`config.mk`:
```
export PLATFORM = sky130hd
export DESIGN_NAME = legv8_decode_stage_flat
export DESIGN_NICKNAME = d
export VERILOG_FILES = /design/src/rtl/legv8_pkg.sv /design/src/rtl/legv8_decode_stage_if.sv /design/src/rtl/legv8_field_decoder.sv /design/src/rtl/legv8_decode_stage.sv /design/src/flat_wrapper.sv
export SDC_FILE = /design/constraint.sdc
export NUM_CORES = 1
export LEC_CHECK = 0
export ABC_AREA = 0
export ABC_CLOCK_PERIOD_IN_PS = 13700
export BUFFER_PORTS_ARGS = -buffer_cell sky130_fd_sc_hd__buf_2
export CAP_MARGIN = 20
export CORE_ASPECT_RATIO = 1.5
export CORE_MARGIN = 2
export CORE_UTILIZATION = 45
export CTS_CLUSTER_SIZE = 30
export DETAILED_ROUTE_END_ITERATION = 16
export HOLD_SLACK_MARGIN = 0.06
export PLACE_DENSITY = 0.69
export SLEW_MARGIN = 15
export SYNTH_ARGS = -nofsm -noshare
export SYNTH_HDL_FRONTEND = slang
export SYNTH_SLANG_ARGS = --single-unit
```
`constraint.sdc`:
```
create_clock -name clk -period 13.7 [get_ports clk]
set_clock_uncertainty 0.2 [all_clocks]
set_input_delay 1.37 -clock clk [delete_from_list [all_inputs] [get_ports clk]]
set_output_delay 1.37 -clock clk [all_outputs]
set_load 0.02 [all_outputs]
```
`src/rtl/legv8_pkg.sv`:
```
// Shared LEGv8 decode types: instruction classes, opcode constants and the
// queued entry format carried by the decode stage.
package legv8_pkg;

  typedef enum logic [2:0] {
    R       = 3'd0,
    I       = 3'd1,
    D       = 3'd2,
    B       = 3'd3,
    CB      = 3'd4,
    ILLEGAL = 3'd5
  } iclass_e;

  // R-type and D-type opcodes occupy instr[31:21]
  localparam logic [10:0] OP_ADD   = 11'b10001011000;
  localparam logic [10:0] OP_ADDS  = 11'b10101011000;
  localparam logic [10:0] OP_SUB   = 11'b11001011000;
  localparam logic [10:0] OP_SUBS  = 11'b11101011000;
  localparam logic [10:0] OP_AND   = 11'b10001010000;
  localparam logic [10:0] OP_ORR   = 11'b10101010000;
  localparam logic [10:0] OP_EOR   = 11'b11001010000;
  localparam logic [10:0] OP_LSL   = 11'b11010011011;
  localparam logic [10:0] OP_LSR   = 11'b11010011010;
  localparam logic [10:0] OP_LDUR  = 11'b11111000010;
  localparam logic [10:0] OP_STUR  = 11'b11111000000;

  // I-type on instr[31:22], B on instr[31:26], CB on instr[31:24]
  localparam logic [9:0]  OP_ADDI  = 10'b1001000100;
  localparam logic [9:0]  OP_SUBI  = 10'b1101000100;
  localparam logic [5:0]  OP_B     = 6'b000101;
  localparam logic [7:0]  OP_CBZ   = 8'b10110100;
  localparam logic [7:0]  OP_BCOND = 8'b01010100;

  typedef struct packed {
    logic [63:0] pc;
    logic [31:0] instr;
  } decode_entry_t;

  function automatic logic is_rtype(input logic [10:0] op);
    return (op == OP_ADD)  || (op == OP_ADDS) || (op == OP_SUB) ||
           (op == OP_SUBS) || (op == OP_AND)  || (op == OP_ORR) ||
           (op == OP_EOR)  || (op == OP_LSL)  || (op == OP_LSR);
  endfunction

  function automatic logic is_dtype(input logic [10:0] op);
    return (op == OP_LDUR) || (op == OP_STUR);
  endfunction

endpackage

```
`src/rtl/legv8_decode_stage_if.sv`:
```
// Fetch-side handshake plus decoded head entry toward the execution datapath.
interface legv8_decode_stage_if;

  logic        in_valid;
  logic        in_ready;
  logic [31:0] in_instr;
  logic [63:0] in_pc;
  logic        flush;

  logic        out_valid;
  logic        out_ready;
  logic [63:0] out_pc;
  logic [31:0] out_instr;
  logic [4:0]  Rn;
  logic [4:0]  Rm;
  logic [4:0]  Rd;
  logic [5:0]  Shamt;
  logic [11:0] Imm12;
  logic [8:0]  Imm9;
  logic [25:0] Imm26;
  logic [18:0] Imm19;
  logic [2:0]  iclass;
  logic        reg2loc;

  modport master (
    output in_valid, in_instr, in_pc, flush, out_ready,
    input  in_ready, out_valid, out_pc, out_instr, Rn, Rm, Rd, Shamt,
           Imm12, Imm9, Imm26, Imm19, iclass, reg2loc
  );

  modport slave (
    input  in_valid, in_instr, in_pc, flush, out_ready,
    output in_ready, out_valid, out_pc, out_instr, Rn, Rm, Rd, Shamt,
           Imm12, Imm9, Imm26, Imm19, iclass, reg2loc
  );

endinterface

```
`src/rtl/legv8_field_decoder.sv`:
```
// Slices a LEGv8 word into datapath fields and classifies its opcode.
// Latency: combinational.
// Backpressure: none; pure function of instr.
module legv8_field_decoder
  import legv8_pkg::*;
(
  input  logic [31:0] instr,
  output logic [4:0]  rn,
  output logic [4:0]  rm,
  output logic [4:0]  rd,
  output logic [5:0]  shamt,
  output logic [11:0] imm12,
  output logic [8:0]  imm9,
  output logic [25:0] imm26,
  output logic [18:0] imm19,
  output iclass_e     iclass,
  output logic        reg2loc
);

  assign rn    = instr[9:5];
  assign rm    = instr[20:16];
  assign rd    = instr[4:0];
  assign shamt = instr[15:10];
  assign imm12 = instr[21:10];
  assign imm9  = instr[20:12];
  assign imm26 = instr[25:0];
  assign imm19 = instr[23:5];

  // Longest opcodes first; the encodings do not overlap across widths.
  always_comb begin
    iclass = ILLEGAL;
    if (is_rtype(instr[31:21])) begin
      iclass = R;
    end else if (is_dtype(instr[31:21])) begin
      iclass = D;
    end else if ((instr[31:22] == OP_ADDI) || (instr[31:22] == OP_SUBI)) begin
      iclass = I;
    end else if ((instr[31:24] == OP_CBZ) || (instr[31:24] == OP_BCOND)) begin
      iclass = CB;
    end else if (instr[31:26] == OP_B) begin
      iclass = B;
    end
  end

  // STUR stores Rt and CBZ tests Rt, both held in the Rd slot.
  assign reg2loc = (instr[31:21] == OP_STUR) || (instr[31:24] == OP_CBZ);

endmodule

```
`src/rtl/legv8_decode_stage.sv`:
```
// LEGv8 decode stage: 2-entry skid queue feeding a combinational field decoder.
// Latency: instruction accepted at edge N appears on the outputs after edge N.
// Backpressure: in_ready drops once both entries are held; flush empties the queue.
module legv8_decode_stage
  import legv8_pkg::*;
(
  input  logic                 clk,
  input  logic                 reset,
  legv8_decode_stage_if.slave  bus
);

  localparam logic [1:0] EMPTY = 2'd0;
  localparam logic [1:0] ONE   = 2'd1;
  localparam logic [1:0] TWO   = 2'd2;

  logic [1:0]    state;
  decode_entry_t head;
  decode_entry_t skid;
  decode_entry_t in_entry;
  logic          head_valid;
  logic          accept;
  logic          pop;

  assign head_valid   = (state != EMPTY);
  assign bus.in_ready = (state != TWO);
  assign accept       = bus.in_valid & bus.in_ready;
  assign pop          = head_valid & bus.out_ready;
  assign in_entry     = '{pc: bus.in_pc, instr: bus.in_instr};

  always_ff @(posedge clk or posedge reset) begin
    if (reset) begin
      state <= EMPTY;
      head  <= '0;
      skid  <= '0;
    end else if (bus.flush) begin
      state <= EMPTY;
    end else begin
      case (state)
        EMPTY: begin
          if (accept) begin
            head  <= in_entry;
            state <= ONE;
          end
        end
        ONE: begin
          if (accept && !pop) begin
            skid  <= in_entry;
            state <= TWO;
          end else if (pop && !accept) begin
            state <= EMPTY;
          end else if (accept && pop) begin
            head <= in_entry;
          end
        end
        TWO: begin
          // in_ready is low here, so only a pop can move the queue
          if (pop) begin
            head  <= skid;
            state <= ONE;
          end
        end
        default: state <= EMPTY;
      endcase
    end
  end

  logic [4:0]  dec_rn;
  logic [4:0]  dec_rm;
  logic [4:0]  dec_rd;
  logic [5:0]  dec_shamt;
  logic [11:0] dec_imm12;
  logic [8:0]  dec_imm9;
  logic [25:0] dec_imm26;
  logic [18:0] dec_imm19;
  iclass_e     dec_iclass;
  logic        dec_reg2loc;

  legv8_field_decoder u_field_decoder (
    .instr   (head.instr),
    .rn      (dec_rn),
    .rm      (dec_rm),
    .rd      (dec_rd),
    .shamt   (dec_shamt),
    .imm12   (dec_imm12),
    .imm9    (dec_imm9),
    .imm26   (dec_imm26),
    .imm19   (dec_imm19),
    .iclass  (dec_iclass),
    .reg2loc (dec_reg2loc)
  );

  // Data outputs read as zero whenever no head entry is held.
  assign bus.out_valid = head_valid;
  assign bus.out_pc    = head_valid ? head.pc    : '0;
  assign bus.out_instr = head_valid ? head.instr : '0;
  assign bus.Rn        = head_valid ? dec_rn     : '0;
  assign bus.Rm        = head_valid ? dec_rm     : '0;
  assign bus.Rd        = head_valid ? dec_rd     : '0;
  assign bus.Shamt     = head_valid ? dec_shamt  : '0;
  assign bus.Imm12     = head_valid ? dec_imm12  : '0;
  assign bus.Imm9      = head_valid ? dec_imm9   : '0;
  assign bus.Imm26     = head_valid ? dec_imm26  : '0;
  assign bus.Imm19     = head_valid ? dec_imm19  : '0;
  assign bus.iclass    = head_valid ? dec_iclass : 3'd0;
  assign bus.reg2loc   = head_valid & dec_reg2loc;

endmodule

```
`src/flat_wrapper.sv`:
```
// flat-port wrapper written by rule: the top's interface ports become plain ports
module legv8_decode_stage_flat import legv8_pkg::*;
  (clk, reset, bus_in_valid, bus_in_instr, bus_in_pc, bus_flush, bus_out_ready, bus_in_ready, bus_out_valid, bus_out_pc, bus_out_instr, bus_Rn, bus_Rm, bus_Rd, bus_Shamt, bus_Imm12, bus_Imm9, bus_Imm26, bus_Imm19, bus_iclass, bus_reg2loc);
  legv8_decode_stage_if bus_i ();
  input  logic clk;
  input  logic reset;
  input wire logic [$bits(bus_i.in_valid)-1:0] bus_in_valid;
  input wire logic [$bits(bus_i.in_instr)-1:0] bus_in_instr;
  input wire logic [$bits(bus_i.in_pc)-1:0] bus_in_pc;
  input wire logic [$bits(bus_i.flush)-1:0] bus_flush;
  input wire logic [$bits(bus_i.out_ready)-1:0] bus_out_ready;
  output wire logic [$bits(bus_i.in_ready)-1:0] bus_in_ready;
  output wire logic [$bits(bus_i.out_valid)-1:0] bus_out_valid;
  output wire logic [$bits(bus_i.out_pc)-1:0] bus_out_pc;
  output wire logic [$bits(bus_i.out_instr)-1:0] bus_out_instr;
  output wire logic [$bits(bus_i.Rn)-1:0] bus_Rn;
  output wire logic [$bits(bus_i.Rm)-1:0] bus_Rm;
  output wire logic [$bits(bus_i.Rd)-1:0] bus_Rd;
  output wire logic [$bits(bus_i.Shamt)-1:0] bus_Shamt;
  output wire logic [$bits(bus_i.Imm12)-1:0] bus_Imm12;
  output wire logic [$bits(bus_i.Imm9)-1:0] bus_Imm9;
  output wire logic [$bits(bus_i.Imm26)-1:0] bus_Imm26;
  output wire logic [$bits(bus_i.Imm19)-1:0] bus_Imm19;
  output wire logic [$bits(bus_i.iclass)-1:0] bus_iclass;
  output wire logic [$bits(bus_i.reg2loc)-1:0] bus_reg2loc;
  assign bus_i.in_valid = bus_in_valid;
  assign bus_i.in_instr = bus_in_instr;
  assign bus_i.in_pc = bus_in_pc;
  assign bus_i.flush = bus_flush;
  assign bus_i.out_ready = bus_out_ready;
  assign bus_in_ready = bus_i.in_ready;
  assign bus_out_valid = bus_i.out_valid;
  assign bus_out_pc = bus_i.out_pc;
  assign bus_out_instr = bus_i.out_instr;
  assign bus_Rn = bus_i.Rn;
  assign bus_Rm = bus_i.Rm;
  assign bus_Rd = bus_i.Rd;
  assign bus_Shamt = bus_i.Shamt;
  assign bus_Imm12 = bus_i.Imm12;
  assign bus_Imm9 = bus_i.Imm9;
  assign bus_Imm26 = bus_i.Imm26;
  assign bus_Imm19 = bus_i.Imm19;
  assign bus_iclass = bus_i.iclass;
  assign bus_reg2loc = bus_i.reg2loc;
  legv8_decode_stage u_core (.clk(clk), .reset(reset), .bus(bus_i));
endmodule
```
==> results of run 1 <==
## cell families (layout without fill, tap and decap cells)
| logic type | Yosys count | in the layout |
|---|---|---|
| adder cells (fa/ha/maj) | 3 | 3 |
| AND/OR/NAND/NOR | 415 | 415 |
| flip-flops | 194 | 194 |
| AO/OA/AOI/OAI | 11 | 11 |
| buffers and inverters | 143 | 335 |
| other | 0 | 2 |
| multiplexers | 192 | 192 |
## flip-flops by register name, summed over array words and instances (netlist names)
name / count
u_core.head: 96
u_core.state: 2
u_core.skid: 96
## cells in the final DEF, fill, tap and decap left out, drive strengths merged, types with 4 or more instances in the layout
| cell type | instances |
|---|---|
| buf | 298 |
| nand2 | 292 |
| dfrtp | 194 |
| mux2 | 192 |
| and2 | 97 |
| clkbuf | 21 |
| nor2 | 5 |
| clkinv | 5 |
| inv | 5 |
| clkinvlp | 4 |
## routing by layer
layer | share of wire | vias up | global-route usage | wire length [µm]
met5 | 0.00093 | - | 0 | 21
met4 | 0.024 | 4 | 0.0756 | 537
met3 | 0.057 | 34 | 0.0517 | 1280
met2 | 0.51 | 223 | 0.346 | 11500
met1 | 0.41 | 3514 | 0.226 | 9170
li1 | - | 3371 | - | -
## power groups by stage
stage / logic (mW) / clock network (mW) / registers, mW
floorplan: 0.358 / 0 / 0.807
global placement: 0.419 / 0 / 0.830
detailed placement: 0.430 / 0 / 0.839
CTS: 0.431 / 0.522 / 0.828
global route: 0.463 / 0.549 / 0.850
finish: 0.423 / 0.509 / 0.828
## worst max-delay path: stages (launching register included)
cell and delay [ns]:
dfrtp_1 0.46, nor2b_4 0.16, clkinv_2 0.44, nand2_1 0.27, inv_1 0.09, ha_1 0.21, nor4bb_1 0.31, o21bai_1 0.15
a21oi_4 0.71, buf_4 0.63, mux2_2 0.40
## cell type report
cell class              instances  area share
diodes                          2    0.000434
clock buffers                  21      0.0416
clock inverters                11      0.0109
inverters                       5     0.00239
multi-input cells             621       0.362
flip-flops and latches        194       0.421
well taps                     272      0.0295
repair buffers                298       0.133
## final timing paths
kind | slack, ns | cells past startpoint | start | to
setup reg to reg | 9.54 | 10 | u_core.state[0] | u_core.head[17]
min in group asynchronous | 0.92 | 2 | reset | u_core.skid[53]
max in group asynchronous | 11.06 | 3 | reset | u_core.skid[19]
hold reg to reg | 0.28 | 1 | u_core.head[42] | u_core.head[42]
setup / recovery | 9.54 | 10 | u_core.state[0] | u_core.head[17]
hold / removal | 0.28 | 1 | u_core.head[42] | u_core.head[42]
==> flow_metrics.py, run 1 <==
metrics = {
    "run_status": {
        "outcome": "completed",
    },
    "cells_and_area": {
        "area_delta_synth_final_pct": 16.1,
        "design_area_mm2": 0.0115,
        "fill_cells": 1988,
        "register_area_mm2": 0.00485,
        "multi_input_area_mm2": 0.00417,
        "fin_cells": 1424,
        "drive_above_1_share": 0.425,
        "layout.nets": 1241,
        "final_util": 0.531,
    },
    "worst_setup_path": {
        "worst_setup_path_start_kind": "flip-flop",
        "critPathCaptureType": "flip-flop",
        "arrival_ns": 4.29,
        "crit_type": "flip-flop to flip-flop",
        "critPathRequiredTime_ns": 13.83,
        "path_max_fanout": 39,
    },
    "synthesis": {
        "ys_types": 36,
        "synth_top_family_by_area": "multiplexers",
        "synthAdderAreaFrac": 0.00378,
        "synth_simple_gate_area_frac": 0.189,
        "ys_warn_count": 0,
        "synth-edff-count": 0,
        "netlist_instances": 958,
        "synth_common_cells": "nand2_1 (292), dfrtp_1 (194), mux2_2 (152)",
        "synth-async-reset-ratio": 1.00,
        "synth_compound_area_frac": 0.00768,
        "netlist_area_mm2": 0.00994,
        "yosysTopAreaCell": "dfrtp_1",
        "synth_ff_type": "dfrtp_1",
        "yosys-top-cells-area": "dfrtp_1 (49%), mux2_2 (17%), nand2_1 (11%), buf_4 (6.9%), and2_1 (6.1%)",
        "syn_area_per_cell_um2": 10.4,
        "synth-seq-cells": 194,
        "synth_top_area_frac": 0.488,
        "synthMuxAreaShare": 0.217,
        "syn_nets": 1062,
        "yosys.area_share.xor_xnor": 0,
        "ys_seq_area_frac": 0.488,
        "yosysMostFrequentCell": "nand2_1",
    },
    "pwr": {
        "power_density_mw_per_mm2": 152,
        "seqPwrFrac": 0.471,
        "internal-power_mw": 1.23,
        "combPwrFrac": 0.240,
        "power_switching_uw": 526,
        "ir_drop_v": 0.0000973,
        "power.leakage_nw": 5.99,
        "total_power_mw": 1.76,
        "p_clk_frac": 0.289,
        "p_sw_frac": 0.299,
    },
    "detailed_routing": {
        "drt-initial-drc-count": 337,
        "via_per_inst": 5.02,
        "ant_nets": 0,
        "wirelength_um": 22500,
        "wire_per_inst_um": 15.8,
        "drc": 0,
        "num_vias": 7146,
        "firstDrtPassIters": 5,
    },
    "worst_hold_path": {
        "hold_class": "flip-flop to flip-flop",
    },
    "clock_tree": {
        "ctsResizeCount": 0,
        "cts_buffer_depth": 2,
        "cts_tree": "yes",
        "path_clk_slew_ns": 0.07,
        "cts_buffers": 17,
        "cts-root-buf": "clkbuf_16",
        "cts_setup_buffers": 0,
        "cts_sinks": 194,
        "clock_latency_ns": 0.44,
        "h-tree-depth": 4,
        "cts.hold.buffers_added": 0,
    },
    "sta": {
        "finalSetupTns_ns": 0,
        "tightest_slew_ns": 0.950,
        "slew_headroom": 0.367,
        "setup_slack_ns": 9.54,
        "finalSetupViolations": 0,
        "drv_slew": 0,
        "fmax_mhz": 240,
        "rsz0062_at_grt": "no",
        "finalCritPeriodShare": 0.304,
        "finalHoldViolations": 0,
        "whs_ns": 0.279,
        "post-route-min-period_ns": 4.16,
    },
    "grt": {
        "grt-ovfl-total": 0,
        "grt_max_degree": 136,
        "grtUsageTotal": 0.195,
        "first_global_vias": 6973,
        "antenna_found_initial": 4,
        "grt_pass1_wl_um": 36000,
    },
    "placed_design": {
        "pre_cts_ws_ns": 9.27,
        "portBuffers": 289,
        "dp_hpwl_um": 14700,
        "placed_area_mm2": 0.0109,
        "numPlacedInstances": 1389,
        "place.gp.congestion": 0.760,
    },
    "floorplan": {
        "pin_count": 290,
        "die_x_um": 125,
        "core_mm2": 0.0217,
        "rows": 66,
        "die_h_um": 186,
        "die_area_mm2": 0.0233,
        "initial_core_util": 0.458,
    },
    "flow_run": {
        "drv_cap": 0,
    },
}
Note: power is estimated with default switching activity, not from simulation.
==> inputs of run 2 (changes only) <==
--- a/config.mk
+++ b/config.mk
@@ -5,8 +5,8 @@
 export SDC_FILE = /design/constraint.sdc
 export NUM_CORES = 1
 export LEC_CHECK = 0
-export ABC_AREA = 0
-export ABC_CLOCK_PERIOD_IN_PS = 13700
+export ABC_AREA = 1
+export ABC_CLOCK_PERIOD_IN_PS = 4180
 export BUFFER_PORTS_ARGS = -buffer_cell sky130_fd_sc_hd__buf_2
 export CAP_MARGIN = 20
 export CORE_ASPECT_RATIO = 1.5
==> constraint.sdc (replaced) <==
create_clock -name clk -period 4.18 [get_ports clk]
set_clock_uncertainty 0.2 [all_clocks]
set_input_delay 0.418 -clock clk [delete_from_list [all_inputs] [get_ports clk]]
set_output_delay 0.418 -clock clk [all_outputs]
set_load 0.02 [all_outputs]
==> flow_metrics.py, run 2 <==
metrics = {
    "synthesis": {
        "synth_ff_type": "dfrtp_1",
        "yosysMostFrequentCell": "nand2_1",
        "netlist_instances": 1395,
        "synth-async-reset-ratio": 1.00,
        "ys_warn_count": 0,
        "yosys.area_share.xor_xnor": 0,
        "yosys-top-cells-area": "dfrtp_1 (48%), nand2_1 (14%), inv_1 (7.3%), buf_4 (6.5%), o21ai_0 (5.8%)",
        "synth_common_cells": "nand2_1 (387), inv_1 (198), dfrtp_1 (194)",
        "syn_nets": 1499,
        "synth-seq-cells": 194,
        "yosysTopAreaCell": "dfrtp_1",
        "netlist_area_mm2": 0.0102,
        "synth_top_family_by_area": "simple AND/OR/NAND/NOR gates",
        "synth_top_area_frac": 0.475,
        "synth_simple_gate_area_frac": 0.248,
        "syn_area_per_cell_um2": 7.32,
        "synth_compound_area_frac": 0.0986,
        "ys_types": 24,
        "ys_seq_area_frac": 0.475,
        "synth-edff-count": 0,
        "synthMuxAreaShare": 0,
        "synthAdderAreaFrac": 0.00367,
    },
    "detailed_routing": {
        "drt-initial-drc-count": 567,
        "via_per_inst": 4.80,
        "m1WireLength_um": 10700,
        "wirelength_um": 25900,
        "drc": 0,
        "wire_per_inst_um": 13.5,
        "ant_nets": 0,
        "highest_layer": "met4",
        "firstDrtPassIters": 5,
        "wl_met3_um": 1140,
        "num_vias": 9207,
        "wl_met2_um": 13300,
    },
    "cells_and_area": {
        "fin_cells": 1917,
        "layout.nets": 1734,
        "fill_cells": 2090,
        "multi_input_area_mm2": 0.00361,
        "layout_commonest_cell": "nand2_1",
        "final_cell_mix": "nand2_1 (387), buf_2 (289), inv_1 (197), dfrtp_1 (194), nor2_1 (125)",
        "antennaDiodeCount": 0,
        "area_delta_synth_final_pct": 23.2,
        "register_area_mm2": 0.00485,
        "top_regs": "u_core.head x96, u_core.skid x96, u_core.state x2",
        "drive_above_1_share": 0.210,
    },
    "run_status": {
        "outcome": "completed",
    },
    "clock_tree": {
        "cts_buffer_depth": 2,
        "cts_tree": "yes",
        "ctsResizeCount": 0,
        "cts-root-buf": "clkbuf_16",
        "cts_setup_buffers": 0,
        "cts_buffers": 17,
        "clock_latency_ns": 0.44,
        "path_clk_slew_ns": 0.07,
        "cts_sinks": 194,
        "cts.hold.buffers_added": 81,
        "h-tree-depth": 4,
    },
    "worst_setup_path": {
        "crit_type": "flip-flop to flip-flop",
        "critPathCaptureType": "flip-flop",
        "slowest_delay_ns": 0.54,
        "critPathRequiredTime_ns": 4.31,
        "worst_setup_path_start_kind": "flip-flop",
        "path_max_fanout": 74,
        "r2r_setup_slack_ns": 1.11,
        "path_cells": "inv_2 > nor2_4 > buf_4 > o21ai_2 > nand2_4 > nand2_4 > buf_12 > nand2_1 > nand2_1",
        "arrival_ns": 3.20,
        "slowest_stage": "buf_4",
    },
    "floorplan": {
        "initial_core_util": 0.458,
        "rows": 67,
        "core_mm2": 0.0223,
        "pin_count": 290,
        "die_h_um": 189,
        "die_area_mm2": 0.0239,
        "die_x_um": 127,
    },
    "sta": {
        "fmax_mhz": 326,
        "finalCritPeriodShare": 0.734,
        "finalSetupViolations": 0,
        "slew_headroom": 0.285,
        "setup_slack_ns": 1.11,
        "post-route-min-period_ns": 3.07,
        "drv_slew": 0,
        "finalHoldViolations": 0,
        "rsz0062_at_grt": "no",
        "finalSetupTns_ns": 0,
        "tightest_slew_ns": 1.07,
    },
    "placed_design": {
        "numPlacedInstances": 1804,
        "place.gp.congestion": 0.814,
        "dp_hpwl_um": 16800,
        "pre_cts_ws_ns": 1.00,
        "portBuffers": 289,
    },
    "pwr": {
        "power_switching_mw": 2.52,
        "power_density_mw_per_mm2": 546,
        "seqPwrFrac": 0.438,
        "power.leakage_nw": 7.16,
        "ir_drop_v": 0.000266,
        "p_sw_frac": 0.366,
        "p_clk_frac": 0.240,
        "combPwrFrac": 0.322,
        "internal-power_mw": 4.36,
    },
    "grt": {
        "grtUsageTotal": 0.219,
        "grt_max_degree": 97,
        "antenna_found_initial": 0,
        "grt-ovfl-total": 0,
        "first_global_vias": 8617,
        "grt_pass1_wl_um": 42300,
    },
    "flow_run": {
        "drv_cap": 0,
    },
    "worst_hold_path": {
        "hold_class": "input pin to flip-flop",
    },
}
run 2: changes by cell type in the layout (fill, tap and decap cells not counted), sizes merged, moves of 97 or more:
cell / previous run / this run
inv: 5 / 199
mux2: 192 / 0
o21ai: 3 / 181
nor2: 5 / 128
nand3: 1 / 107
nand2: 292 / 391
and2: 97 / 0
run 2: worst max-delay path, delay by kind of cell, from the launching register on:
family                 cells  cell delay (ns)
AOI/OAI and AO/OA          1             0.13
buffers and inverters      3             0.97
DFF                        1             0.46
and+or+nand+nor            5             1.13
run 2: cells by family (layout without fill, tap and decap cells):
group	after synthesis	in the layout
simple gates	630	630
buf+inv	368	614
compound gates	200	200
flops	194	194
fa+ha+maj	3	3
run 2: layer usage:
| metal | vias up | track usage |
|---|---|---|
| met1 | 4245 | 0.272 |
| li1 | 4633 | - |
| met4 | 0 | 0.0871 |
| met2 | 274 | 0.382 |
| met3 | 55 | 0.0327 |
| met5 | - | 0 |
run 2: per-stage QoR:
| step | area (µm²) | power [mW] | hold WS (ns) | utilization |
|---|---|---|---|---|
| after floorplan | 10200 | 4.69 | 0.253 | - |
| final | 12600 | 6.88 | 0.0681 | 0.565 |
| after detailed placement | 11200 | 5.19 | 0.274 | 0.500 |
| after global routing | 12600 | 7.36 | 0.0636 | 0.565 |
| after global placement | 11200 | 5.12 | 0.266 | 0.500 |
| after CTS | 12500 | 6.92 | 0.0603 | 0.563 |
run 2: power groups by stage:
stage | clock network, mW | logic [mW] | registers [mW]
2_1_floorplan | 0 | 1.76 | 2.93
3_3_place_gp | 0 | 2.11 | 3.00
3_5_place_dp | 0 | 2.16 | 3.03
4_1_cts | 1.69 | 2.22 | 3.01
5_1_grt | 1.75 | 2.50 | 3.10
6_report | 1.65 | 2.21 | 3.01
run 2: final timing paths:
check                                 start         endpoint  depth (start not counted)
setup / recovery            u_core.state[1]  u_core.head[64]                          9
hold / removal             bus_in_instr[28]  u_core.skid[28]                          3
setup reg to reg            u_core.state[1]  u_core.head[64]                          9
hold reg to reg             u_core.skid[78]  u_core.skid[78]                          2
max in group asynchronous             reset  u_core.head[62]                          4
min in group asynchronous             reset  u_core.skid[19]                          3
run 2: cell type report:
class,instances,share of cell area
sequential,194,0.386
multi-input combinational,833,0.287
timing repair buffer,384,0.194
inverter,200,0.0599
clock buffer,20,0.0355
tap,276,0.0274
clock inverter,10,0.0108
